===== config.mk =====
export PLATFORM = sky130hd
export DESIGN_NAME = cache_port_arbiter
export DESIGN_NICKNAME = d
export VERILOG_FILES = /design/src/rtl/cache_port_arbiter_pkg.sv /design/src/rtl/cache_arb_rr.sv /design/src/rtl/cache_port_arbiter.sv
export SDC_FILE = /design/constraint.sdc
export NUM_CORES = 1
export LEC_CHECK = 0
export CORE_UTILIZATION = 38
export DETAILED_ROUTE_END_ITERATION = 6
export GPL_TIMING_DRIVEN = 1
export PLACE_DENSITY = 0.8
export SLEW_MARGIN = 20
export SYNTH_ARGS = -nofsm -noshare
export SYNTH_HDL_FRONTEND = slang
export SYNTH_SLANG_ARGS = --single-unit

===== constraint.sdc =====
create_clock -name clk -period 1.81 [get_ports clk]
set_input_delay 0.362 -clock clk [delete_from_list [all_inputs] [get_ports clk]]
set_output_delay 0.362 -clock clk [all_outputs]
set_load 0.01 [all_outputs]

===== src/rtl/cache_port_arbiter_pkg.sv =====
// Shared definitions for the two-port cache arbiter: FSM encodings, port ids
// and the read-latency counter type.
package cache_port_arbiter_pkg;

  localparam logic [1:0] ST_IDLE  = 2'd0;
  localparam logic [1:0] ST_ISSUE = 2'd1;
  localparam logic [1:0] ST_WAIT  = 2'd2;
  localparam logic [1:0] ST_RESP  = 2'd3;

  localparam logic PORT_IF = 1'b0;
  localparam logic PORT_LS = 1'b1;

  // Wide enough to hold the largest legal read latency (8).
  localparam int unsigned CNT_W = 4;
  typedef logic [CNT_W-1:0] lat_cnt_t;

endpackage


===== src/rtl/cache_arb_rr.sv =====
// Two-way round-robin grant: a lone requester always wins; on contention the
// port that did not win last time is granted.
module cache_arb_rr
  import cache_port_arbiter_pkg::*;
(
  input  logic [1:0] valid,
  input  logic       last_grant,
  output logic [1:0] grant
);

  always_comb begin
    grant = '0;
    case (valid)
      2'b01:   grant = 2'b01;
      2'b10:   grant = 2'b10;
      2'b11:   grant = (last_grant == PORT_LS) ? 2'b01 : 2'b10;
      default: grant = '0;
    endcase
  end

endmodule


===== src/rtl/cache_port_arbiter.sv =====
// Shares a single-port cache between instruction fetch (port 0) and load/store
// (port 1): round-robin grant, one outstanding access, fixed read latency.
module cache_port_arbiter
  import cache_port_arbiter_pkg::*;
#(
  parameter int unsigned ADDR_W = 32,
  parameter int unsigned DATA_W = 32,
  parameter int unsigned RD_LAT = 1
) (
  input  logic              clk,
  input  logic              rst,
  input  logic              req0_valid,
  output logic              req0_ready,
  input  logic              req0_wr,
  input  logic [ADDR_W-1:0] req0_addr,
  input  logic [DATA_W-1:0] req0_data,
  output logic              rsp0_valid,
  output logic [DATA_W-1:0] rsp0_data,
  input  logic              req1_valid,
  output logic              req1_ready,
  input  logic              req1_wr,
  input  logic [ADDR_W-1:0] req1_addr,
  input  logic [DATA_W-1:0] req1_data,
  output logic              rsp1_valid,
  output logic [DATA_W-1:0] rsp1_data,
  output logic [ADDR_W-1:0] cache_addr,
  output logic [DATA_W-1:0] cache_data,
  output logic              cache_wr,
  input  logic [DATA_W-1:0] cache_q
);

  logic [1:0]        state;
  logic              last_grant;
  logic              lat_port;
  logic              lat_wr;
  lat_cnt_t          lat_cnt;
  logic [1:0]        rsp_valid;
  logic [DATA_W-1:0] rsp_data;

  logic [1:0]        grant;
  logic              idle;
  logic              accept;
  logic              sel;

  cache_arb_rr u_rr (
    .valid      ({req1_valid, req0_valid}),
    .last_grant (last_grant),
    .grant      (grant)
  );

  assign idle       = (state == ST_IDLE) && !rst;
  assign req0_ready = idle && grant[0];
  assign req1_ready = idle && grant[1];
  assign accept     = req0_ready || req1_ready;
  assign sel        = grant[1] ? PORT_LS : PORT_IF;

  assign rsp0_valid = rsp_valid[0];
  assign rsp1_valid = rsp_valid[1];
  assign rsp0_data  = rsp_data;
  assign rsp1_data  = rsp_data;

  // The cache_addr/cache_data registers double as the request latch: they are
  // loaded on acceptance so the cache sees them during ISSUE and they hold after.
  always_ff @(posedge clk) begin
    if (rst) begin
      state      <= ST_IDLE;
      last_grant <= PORT_LS;
      lat_port   <= PORT_IF;
      lat_wr     <= 1'b0;
      lat_cnt    <= '0;
      rsp_valid  <= '0;
      rsp_data   <= '0;
      cache_addr <= '0;
      cache_data <= '0;
      cache_wr   <= 1'b0;
    end else begin
      case (state)
        ST_IDLE: begin
          if (accept) begin
            lat_port   <= sel;
            lat_wr     <= sel ? req1_wr : req0_wr;
            cache_wr   <= sel ? req1_wr : req0_wr;
            cache_addr <= sel ? req1_addr : req0_addr;
            cache_data <= sel ? req1_data : req0_data;
            last_grant <= sel;
            state      <= ST_ISSUE;
          end
        end
        ST_ISSUE: begin
          cache_wr <= 1'b0;
          if (lat_wr) begin
            rsp_data            <= '0;
            rsp_valid[lat_port] <= 1'b1;
            state               <= ST_RESP;
          end else begin
            lat_cnt <= CNT_W'(RD_LAT);
            state   <= ST_WAIT;
          end
        end
        ST_WAIT: begin
          // Count reaches 1 in the cycle the cache presents valid q.
          if (lat_cnt == CNT_W'(1)) begin
            rsp_data            <= cache_q;
            rsp_valid[lat_port] <= 1'b1;
            state               <= ST_RESP;
          end else begin
            lat_cnt <= lat_cnt - CNT_W'(1);
          end
        end
        ST_RESP: begin
          rsp_valid <= '0;
          state     <= ST_IDLE;
        end
        default: state <= ST_IDLE;
      endcase
    end
  end

endmodule


Word-level counts from Yosys, hierarchy flattened. Index checks and enable logic that the tools add are counted. W data, S select, Z words.

Bits in registers: 108. Input bits: 166. Output and inout bits: 133. Logic and storage cells: 65.

Magnitude comparators: 2. Multiplexer cells: 23. Eq/ne operators: 12. Add/subtract/negate cells: 1. Bitwise operators: 1. Reduce and logical (&&, ||, !) cells: 16.

Operators with widths (count): $mux W32 (4); $pmux W32 S2 (1); $pmux W2 S3 (2); $mux W2 (5); $ne A2 B2 Y1 const B (5); $reduce_and A3 Y1 (3); $eq A2 B2 Y1 const B (4); $mux W4 (2); $pmux W2 S4 (1); $pmux W4 S2 (1); $reduce_and A2 Y1 (3); $mux W1 (5); $eq A2 B1 Y1 const B (2); $eq A4 B1 Y1 const B (1); $logic_and A1 B1 Y1 (4); $reduce_bool A2 Y1 (2); $sub A4 B1 Y4 const B (1); $reduce_bool A3 Y1 (1); $logic_not A2 Y1 (1); $lt A1 B2 Y1 const B (1); $or A2 B2 Y2 (1); $pmux W1 S2 (1); $demux W1 S1 (1); $ge A1 B1 Y1 const B (1); other kinds (2) (2).

Longest topological paths before layout.
Depth after elaboration: 7. Gate-level depth with buffers: 8. Gate-level depth less buffers: 6.

By module. From an unflattened synthesis, not the netlist that was laid out.

Cell total of the unflattened synthesis: 537. Area, all modules: 5067.4 sq um.

By module, submodules not included: cache_port_arbiter (area each 5048.6 sq um, seq. area each 2162.1 sq um, cells each 534, times used 1); cache_arb_rr (area each 18.8 sq um, seq. area each 0.0 sq um, cells each 3, times used 1).

Worst setup path after synthesis. OpenSTA, ideal clock, no wires.

Kind: reg-to-reg. Start point: register state[0]. End point: register rsp_data[10] (netlist: rsp0_data[10]). Setup time: 128 ps. Path buffers: 1. Period minus slack after synthesis: 1628 ps. Slack: 182 ps. Arrival: 1501 ps. Data required time: 1682 ps. Cell stages (with the launch flop): 8. Cells stage by stage: dfxtp_1 > inv_1 > ha_1 > and4bb_4 > o21ai_2 > buf_6 > mux2i_1 > nor2_1.

Word-level cells in the longest chain between the ends: 3. Elaborated cells between the ends (all ways): 7. Classes of those cells: eq/ne (4); mux (1); reduce/logical (2).

RTL lines: start, declared (line cache_port_arbiter.sv:32) `logic [1:0] state;`; start signal, assigned (line cache_port_arbiter.sv:66) `state <= ST_IDLE;`; start signal, assigned (line cache_port_arbiter.sv:86) `state <= ST_ISSUE;`; start signal, assigned (line cache_port_arbiter.sv:94) `state <= ST_RESP;`; $eq A2 B1 Y1 or $eq A2 B2 Y1 (tied branches) (line cache_port_arbiter.sv:77) `case (state)`; $ne A2 B2 Y1 (no source line) or $reduce_bool A2 Y1 (tied branches); $reduce_and A3 Y1 (no source line); end signal, assigned (line cache_port_arbiter.sv:103) `rsp_data <= cache_q;`; end, declared (line cache_port_arbiter.sv:38) `logic [DATA_W-1:0] rsp_data;`.

Parallel ways exist; a longest one is shown, timed or not. A chain may end at the register's enable or synchronous reset.

Worst setup path after layout.
Start point: register state[0]. End point: output req0_ready.

Word-level cells in the longest chain between the ends: 3.

RTL lines: $logic_not A2 Y1 (line cache_port_arbiter.sv:51) `assign idle = (state == ST_IDLE) && !rst;`; $logic_and A1 B1 Y1 (line cache_port_arbiter.sv:51); $logic_and A1 B1 Y1 (line cache_port_arbiter.sv:52) `assign req0_ready = idle && grant[0];`; end, declared (line cache_port_arbiter.sv:13) `output logic req0_ready,`.

Every way passes these cells.

==> summary.md <==
| Metric | Value |
|---|---|
| Max cap viols | 0 |
| Clock Power Share | 21.3% |
| WHS | between 400 and 500 ps |
| # fillers | 1035 |
| Worst-Margin Slew | 765 ps |
| Port bufs | around 300 |
| Clock Path Buffers | 2 |
| First-pass GRT wire length | ~24000 um |
| Final worst-path cycle share | slightly below 100% |
| DR vias/cell | 4.96 |
| Clk root buf | clkbuf_16 |
| Vias in the first global route | 4908 |
| Total grt overflow | 0 |
| DR pass1 iterations | 4 |
| Per-cell routed wire length | 16.5 um |
| # IOs | between 200 and 300 |
| All-Layer GR Usage | 22.2% |
| Yosys reg bits | 108 |
| Clock transition at path regs | 70 ps |
| RSZ-0062 raised after global routing | true |
| Sequential cell area | about 0.0022 sq mm |
| Core Region | 0.0132 sq mm |
| Async SR Flop Fraction | 0% |
| Fin. Hold Viols | 0 |
| CP delay by family, top | simple AND/OR/NAND/NOR gates |
| DP Worst Slack | -283 ps |
| Syn Inst Count | 536 |
| Final instance area | 0.00873 sq mm |
| Net Sw Power | 3.02 mW |
| Initial core utilization | 38.9% |
| Area delta synth->final | 69.6% |
| Minimum clock period | 1750 ps |
| Routed vias | 4921 |
| Clk sinks | 108 |
| Routed Antenna Nets | 0 |
| Row cnt | 42 |
| Post-Route WL | 16400 um |
| CP Capture Type | primary output |
| Status | complete, no violations |
| Multi-input logic area | around 0.0026 sq mm |
| Worst endpoint required time | around 1500 ps |
| CTS buffer count | 9 |
| Clk_lat worst skew | roughly 350 ps |
| Crit Path Max Fanout | 2 |
| Crit path kind | register to primary output |
| Crit path DAT | 1390 ps |
| Slowest CP cell | dfxtp_2 |
| Mapped cell area | 0.00515 sq mm |
| Post-DP Area | slightly above 0.008 sq mm |
| Worst path max stage delay | 320 ps |
| Most frequent cells after synthesis | 108 x dfxtp_1, 104 x nor2_1, 98 x mux2i_1 |
| Initial antenna violation count | 1 |
| Placed Cells | 972 |
| DIE AREA | 0.0140 sq mm |
| Initial drt markers | 149 |
| Worst Skew | 7.12 ps |
| CTS tree | done |
| Ys flop type | dfxtp_1 |
| Layout cell share with drive strength beyond 1 | 9.68% |
| Post-DP HPWL | 12200 um |
| Reg power frac | 33.9% |
| Fin worst setup slack | 55.3 ps |
| Chip Height | ~120 um |
| Pins Over Slew Limit | 0 |
| Count leader, synth | dfxtp_1 |
| F_max | 570 MHz |
| Largest area contributor in the netlist | dfxtp_1 |
| Post-route insts no fill | 993 |
| P_leak | 3.51 nW |
| Combinational share of power | 44.8% |
| Crit-path cells | inv_1 > ha_2 > nor2b_4 > and3_4 > buf_6 |
| Gpl congestion | 0.842 |
| Rel. slew slack | 49.0% |
| Die extent in x | 118 um |
| Sequential element share of the synthesized area | between 40% and 50% |
| Sw Share | roughly a third |
| Pin count of the biggest net entering global routing | 65 |
| Syn Nets | roughly 710 |
| Peak VDD IR | roughly 0.74 mV |
| Setup Viol. Count Final | 0 |
| Startpoint types | register |
| EDFF count, synth | 0 |
| Pint | between 6 and 7 mW |
| Yosys top cell area share | 42.0% |
| Drt drc | 0 |
| Pwr Density | 1060 mW/mm^2 |
| Top post-synthesis cells by area | dfxtp_1 42%, mux2i_1 19%, a211oi_1 9.3%, nor2_1 7.6%, buf_4 5.7% |
| Hold/Removal Path Class | register to register |
| Fin util | 65.9% |
| Fin nets | between 900 and 1000 |
| Syn avg cell area | 9.61 sq um |
| Synth warn | 0 |
| Synth cell types | 38 |
| CTS H-tree lvls | 3 |
| CP bufs+invs | 2 |
[per-stage QoR]
step                      power (mW)  setup TNS, ps
after floorplan                 5.19              0
after global placement          6.97          -6980
after detailed placement        7.13         -10950
after CTS                       9.16              0
after global routing            9.80          -51.5
final                           9.28              0
[power by group through the flow]
stage	logic [mW]	clock network (mW)	registers (mW)
floorplan	1.84	0	3.35
global placement	3.80	0	3.16
detailed placement	3.95	0	3.19
CTS	3.98	2.04	3.15
global route	4.48	2.12	3.20
finish	4.16	1.98	3.15
[layer usage]
layer | global-route usage, % | share of wire (%) | up-vias
met2 | 41.7 | 53 | 208
met4 | 10.4 | 2.9 | 0
met5 | 0 | 0 | -
li1 | - | - | 2389
met1 | 21.4 | 35 | 2295
met3 | 8.16 | 8.6 | 29
[area by class of cell]
| class | instances | share of cell area [%] |
|---|---|---|
| inverter | 8 | 0.344 |
| tap | 176 | 2.52 |
| sequential | 108 | 24.8 |
| clock buffer | 11 | 2.78 |
| clock inverter | 4 | 0.573 |
| antenna | 1 | 0.0287 |
| multi-input combinational | 349 | 29.5 |
| timing repair buffer | 336 | 39.5 |
[registers in the layout, summed over array words and instances (netlist names)]
signal / flops
rsp_valid: 2
lat_cnt: 4
state: 2
cache_wr: 1
cache_data: 32
lat_wr: 1
lat_port: 1
cache_addr: 32
last_grant: 1
rsp0_data: 32
[cell families after synthesis]
family / after synthesis / share of synthesized area (%)
flops: 108 / 42.0
mux: 99 / 19.3
simple gates: 156 / 14.2
buf+inv: 79 / 9.86
fa+ha+maj: 7 / 1.70
xor+xnor: 2 / 0.340
compound gates: 85 / 12.6
[timing repair]
item / CTS / global route
cloned: 0 / 4
pin swaps: 0 / 1
hold buffers: 0 / 0
gates resized for setup: 11 / 20
setup endpoints to repair: 2 / 57
buffers inserted: 0 / 1
[worst register-to-register path, stage by stage, from the launching register on]
cell and delay, ps:
dfxtp_1 310, inv_1 90, ha_2 190, or3b_4 420
a22o_1 280, or2_0 240, a21oi_1 150
[path summary, 6_finish.rpt]
path,depth (start not counted),end,from,slack (ps)
setup / recovery,5,req0_ready,state[0]$_SDFFE_PP0P_,60
hold reg to reg,2,cache_addr[20]$_SDFFE_PP0P_,cache_addr[20]$_SDFFE_PP0P_,500
hold / removal,2,cache_addr[20]$_SDFFE_PP0P_,cache_addr[20]$_SDFFE_PP0P_,500
setup reg to reg,6,state[0]$_SDFFE_PP0P_,lat_cnt[1]$_SDFFE_PP0P_,60
[placed cells by master (no fill, tap or decap), drive strengths merged, types with 2 or more instances in the layout]
cell type,instances
nor2,104
mux2i,98
ha,7
a211oi,66
buf,38
a21oi,6
clkbuf,14
xnor2,2
nand2b,2
clkdlybuf4s50,295
o21ai,5
and2,35
and3,2
nor4b,2
inv,8
clkinvlp,2
nand3b,2
dfxtp,108
nand2,2
Power figures use the tool's default switching activity.
==> patch 1: new RTL, same settings <==
The parameter `DATA_W` goes from 32 to 48.
--- a/src/rtl/cache_port_arbiter.sv
+++ b/src/rtl/cache_port_arbiter.sv
@@ -6,3 +6,3 @@
   parameter int unsigned ADDR_W = 32,
-  parameter int unsigned DATA_W = 32,
+  parameter int unsigned DATA_W = 48,
   parameter int unsigned RD_LAT = 1
Interface: changed (6 resized); port bits go from 299 to 395. No check against the original RTL was run, so the function may have changed too.
==> patch 1 against the unedited design <==
Clock skew up 5.8 ps; routed wire length increased by 49%; hold slack worse by 20 ps; highest routed layer unchanged; utilization decreased by 3.4 points; sequential cell count rose by 32; worst setup slack got worse by 43 ps; largest cell class unchanged; register-to-register slack improved by 60 ps; area after synthesis up 43%; critical endpoint unchanged; clock power is 76% higher; power grew 40%; final area up 35%.
==> patch 1: results (changes against the unedited design) <==
wl_met3_um: 1950  # +37%
ys_types: 47  # +24%
met3_usage_pct: 7.27  # -0.89 points
avgSynthCellArea_um2: 10.1  # +4.7%
dp_cells: 1298  # +34%
grt_pass1_vias: 7135  # +45%
fin_cells: 1330  # +34%
clkLatencyLatePin_ps: 420  # +70 ps
reg2reg_slack_ps: 120  # +60 ps
n_antenna_cell: 0  # -1
grt_use_met2_pct: 43.5  # +1.8 points
path_max_fanout: 3  # +1
synth_area_leaders: "dfxtp_1, a211oi_2, mux2i_1"
status: "finished, final reports clean"
io_buffers: 394  # +32%
n_fill_cell: 1572  # +52%
skew_ps: 12.9  # +5.76 ps
use_met1_pct: 26.0  # +4.6 points
htreeDepth: 4  # +1
rr_worst_depth: 4  # -2
synth_common_cells: "dfxtp_1, a21oi_1, mux2i_1"
synth_fa_ha_area_share_pct: 1.19  # -0.51 points
drive_above_1_share_pct: 16.4  # +6.7 points
drt_iter0_markers: 244  # +64%
dpl-instance-area_mm2: 0.0112  # +36%
grt_usage_pct: 24.1  # +1.9 points
hp-class: "register to register"
grt_pass1_wl_um: 37700  # +54%
ir_drop_mv: 0.632  # -15%
dp_hpwl_um: 17700  # +45%
wl_met2_um: 12600  # +45%
grt_max_degree: 66  # +1.5%
synth-compound-area-share_pct: 29.7  # +17 points
switching_share_pct: 34.5  # +2.0 points
hold_start: "rsp_valid[0]$_SDFFE_PP0P_"
ys_seq_area_share_pct: 38.1  # -3.9 points
max-slew-margin-rel_pct: 64.0  # +15 points
numCtsBuffers: 17  # +8
vias: 7004  # +42%
synthXorXnorAreaFrac_pct: 0  # -0.34 points
p_leak_nw: 4.07  # +16%
cp.arrival_ps: 1440  # +50 ps
wl_met1_um: 9220  # +58%
hold-worst-slack_ps: 476  # -19.7 ps
hold_path_end: "rsp_valid[0]$_SDFFE_PP0P_"
grt_antenna_before_repair: 0  # -1
wire_per_inst_um: 18.5  # +12%
worst_r2r_startpoint: "lat_cnt[0]$_SDFFE_PP0P_"
synth_fp_nets: 953  # +34%
synth.area.mux_share_pct: 11.4  # -7.8 points
-- patch 1: changes by cell type in the layout (fill, tap and decap cells not counted), sizes merged, moves of 6 or more --
cell,before,now
a211oi,66,83
a21oi,6,133
and2,35,3
buf,38,44
clkbuf,14,20
clkdlybuf4s50,295,390
dfxtp,108,140
mux2i,98,84
nand3,0,48
nor2,104,2
o211ai,0,48
-- patch 1: worst max-delay path by stage --
stage	from	end	slack (ps)	depth (start not counted)
floorplan	state[0]$_SDFFE_PP0P_	req0_ready	30	7
global placement	req1_valid	req0_ready	-290	4
detailed placement	req1_valid	req0_ready	-330	4
CTS	state[0]$_SDFFE_PP0P_	req0_ready	-10	5
global route	state[0]$_SDFFE_PP0P_	req0_ready	-30	5
finish	state[0]$_SDFFE_PP0P_	req0_ready	10	5
-- patch 1: what timing repair did --
item,in CTS,in global routing
gates resized for setup,15,3
setup endpoints to repair,2,24
pin swaps,2,1
-- patch 1: kinds of logic after synthesis --
family	Yosys count
AOI/OAI and AO/OA	280
adders and majority gates	7
buffers and inverters	138
DFF	140
muxes	84
and+or+nand+nor	83
-- patch 1: cell type report --
cell class	count	area [um2]	area share, %
sequential	140	2810	23.8
inverter	9	33.8	0.287
clock inverter	12	139	1.18
tap	260	325	2.76
clock buffer	20	447	3.79
multi-input combinational	454	3630	30.8
timing repair buffer	435	4400	37.4
-- patch 1: power by group through the flow --
stage	logic, mW	clock network, mW	registers [mW]
floorplan	2.97	0	4.26
global placement	5.36	0	4.06
detailed placement	5.46	0	4.06
CTS	5.51	3.58	4.03
global route	5.88	3.70	4.10
finish	5.48	3.49	4.04
-- patch 1: worst max-delay path, stage by stage (launching register included) --
cell,delay [ps]
dfxtp_2,340
inv_2,50
ha_4,150
and2b_2,200
and3_4,170
buf_6,120
==> patch 2: new RTL, same flow settings <==
Made on the original files. Make the reset (`rst`) asynchronous in one clocked block.
--- a/src/rtl/cache_port_arbiter.sv
+++ b/src/rtl/cache_port_arbiter.sv
@@ -63,3 +63,3 @@
   // loaded on acceptance so the cache sees them during ISSUE and they hold after.
-  always_ff @(posedge clk) begin
+  always_ff @(posedge clk or posedge rst) begin
     if (rst) begin
Formal check against the unedited RTL: differs if rst is asserted again (counterexample within 4 cycles, from zero or initial values and one cycle with rst high); with rst held inactive, the same outputs for 10 cycles.
==> patch 2 against the unedited design <==
The flow now finishes with violations (negative setup slack); power grew 47%; area after synthesis grew 2.4%; count of clock-buffer cells in the layout grew 3; final area grew 7.9%; sequential share of layout area grew 3.9 points; sequential power grew 25%; sequential cell count is the same; non-clock buffer count grew 18; worst setup slack lost 110 ps; first-iteration DRC count grew 73%; routed wire length grew 12%; critical endpoint is now rsp0_data[5]$_DFFE_PP0P_; largest cell class unchanged; largest power group unchanged; highest routed layer unchanged.
==> patch 2: results (changes against the unedited design) <==
ir_drop_mv: 0.767  # +3.7%
hold_start: "cache_data[30]$_DFFE_PP0P_"
drt_iter0_markers: 258  # +73%
dp_hpwl_um: 11800  # -3.7%
final.setup.tns_ps: -600  # -600 ps
ys_types: 32  # -16%
clk_pin_slew_ps: 70  # about the same
wire_per_inst_um: 18.2  # +10%
status: "finished with violations"
drt_wl_total_um: 18300  # +12%
rr_worst_depth: 7  # +1
ys_seq_area_share_pct: 51.3  # +9.3 points
synth_flop_cell: "dfrtp_1"
violations: "negative setup slack"
vias: 5020  # +2.0%
setup_ws_ps: -51.5  # -107 ps
grt_max_degree: 69  # +6.2%
grt_pass1_wl_um: 24600  # +0.67%
gp_congestion: 0.797  # -5.3%
synthArstFlopShare_pct: 100  # +100 points
synth_common_cells: "nand2_1, dfrtp_1, o21ai_0"
grt_pass1_vias: 4930  # +0.45%
final_nets: 999  # +1.4%
hold_path_end: "cache_data[30]$_DFFE_PP0P_"
n_antenna_cell: 0  # -1
synth_fp_nets: 697  # -1.7%
p_leak_nw: 4.14  # +18%
dp_cells: 966  # -0.62%
cp.arrival_ps: 2090  # +700 ps
dp_slack_ps: -373  # -90.0 ps
worst_r2r_startpoint: "lat_cnt[1]$_DFFE_PP0P_"
grt_antenna_before_repair: 0  # -1
synth_area_leaders: "dfrtp_1, mux2i_1, nand2_1"
max-slew-margin-rel_pct: 70.8  # +22 points
grt_usage_pct: 22.1  # -0.10 points
finalSetupViolations: 28  # +28
avgSynthCellArea_um2: 10.1  # +4.8%
reg2reg_to: "rsp0_data[5]$_DFFE_PP0P_"
drive_above_1_share_pct: 18.9  # +9.2 points
path_max_fanout: 6  # +4
skew_ps: 8.76  # +1.64 ps
root_buffer: "clkbuf_16"
patch 2: cell types whose count changed after synthesis, sizes merged, moves of 32 or more:
cell / unedited run / this run
and2: 35 / 3
a211oi: 66 / 2
nor2: 104 / 6
dfxtp: 108 / 0
nand2: 2 / 131
o21ai: 5 / 101
dfrtp: 0 / 107
mux2i: 98 / 66
patch 2: metal layers:
| layer | up-vias | GRT usage, % | wire length [um] |
|---|---|---|---|
| met1 | 2397 | 24.5 | 6720 |
| met4 | 0 | 9.22 | 578 |
| met5 | - | 0 | 0 |
| met3 | 41 | 5.99 | 1370 |
| li1 | 2350 | - | - |
| met2 | 232 | 39.8 | 9650 |
patch 2: logic make-up after synthesis:
group | count (synthesis) | synth area share (%)
AO/OA/AOI/OAI | 120 | 13.9
XOR/XNOR | 1 | 0.166
adder cells (fa/ha/maj) | 7 | 1.66
buffers and inverters | 72 | 8.97
flip-flops | 108 | 51.3
multiplexers | 67 | 12.7
AND/OR/NAND/NOR | 149 | 11.3
patch 2: power by group:
part / internal (mW) / switching (mW)
clock: 1.11 / 0.866
combinational: 4.17 / 3.61
sequential: 3.31 / 0.614
patch 2: how the worst max path moves through the flow:
stage | startpoint | end | slack, ps
after floorplan | state[0]$_DFFE_PP0P_ | state[1]$_DFFE_PP0P_ | 9
after global placement | rst | req0_ready | -350
after detailed placement | rst | req0_ready | -370
after CTS | lat_cnt[1]$_DFFE_PP0P_ | rsp0_data[15]$_DFFE_PP0P_ | -30
after global routing | state[0]$_DFFE_PP0P_ | req0_ready | -110
final | lat_cnt[1]$_DFFE_PP0P_ | rsp0_data[5]$_DFFE_PP0P_ | -50
patch 2: timing repair:
item                                    in CTS  in global routing
setup buffers                                1                  5
endpoints found under the setup margin      37                 90
resized for setup                           32                 66
cloned                                       2                 18
pin swaps                                    3                 24
patch 2: worst max-delay path, stage by stage, from the launching register on:
cell and delay [ps]:
dfrtp_1 390, inv_2 80, ha_4 120, or3b_4 410, a211o_4 430, clkbuf_16 210, nand2_4 60, o21ai_2 60
patch 2: through the flow:
step / hold WS (ps) / cell area [um2]
4_1_cts: 484 / 8810
6_report: 476 / 9420
3_5_place_dp: 469 / 8390
5_1_grt: 510 / 9420
2_1_floorplan: 425 / 5280
3_3_place_gp: 460 / 8390
patch 2: layout make-up:
type | count | area, um2
multi-input combinational | 345 | 2390
tap | 176 | 220
inverter | 8 | 33.8
clock inverter | 2 | 35.0
fill | 957 | 3980
clock buffer | 14 | 254
timing repair buffer | 354 | 3780
sequential | 108 | 2700
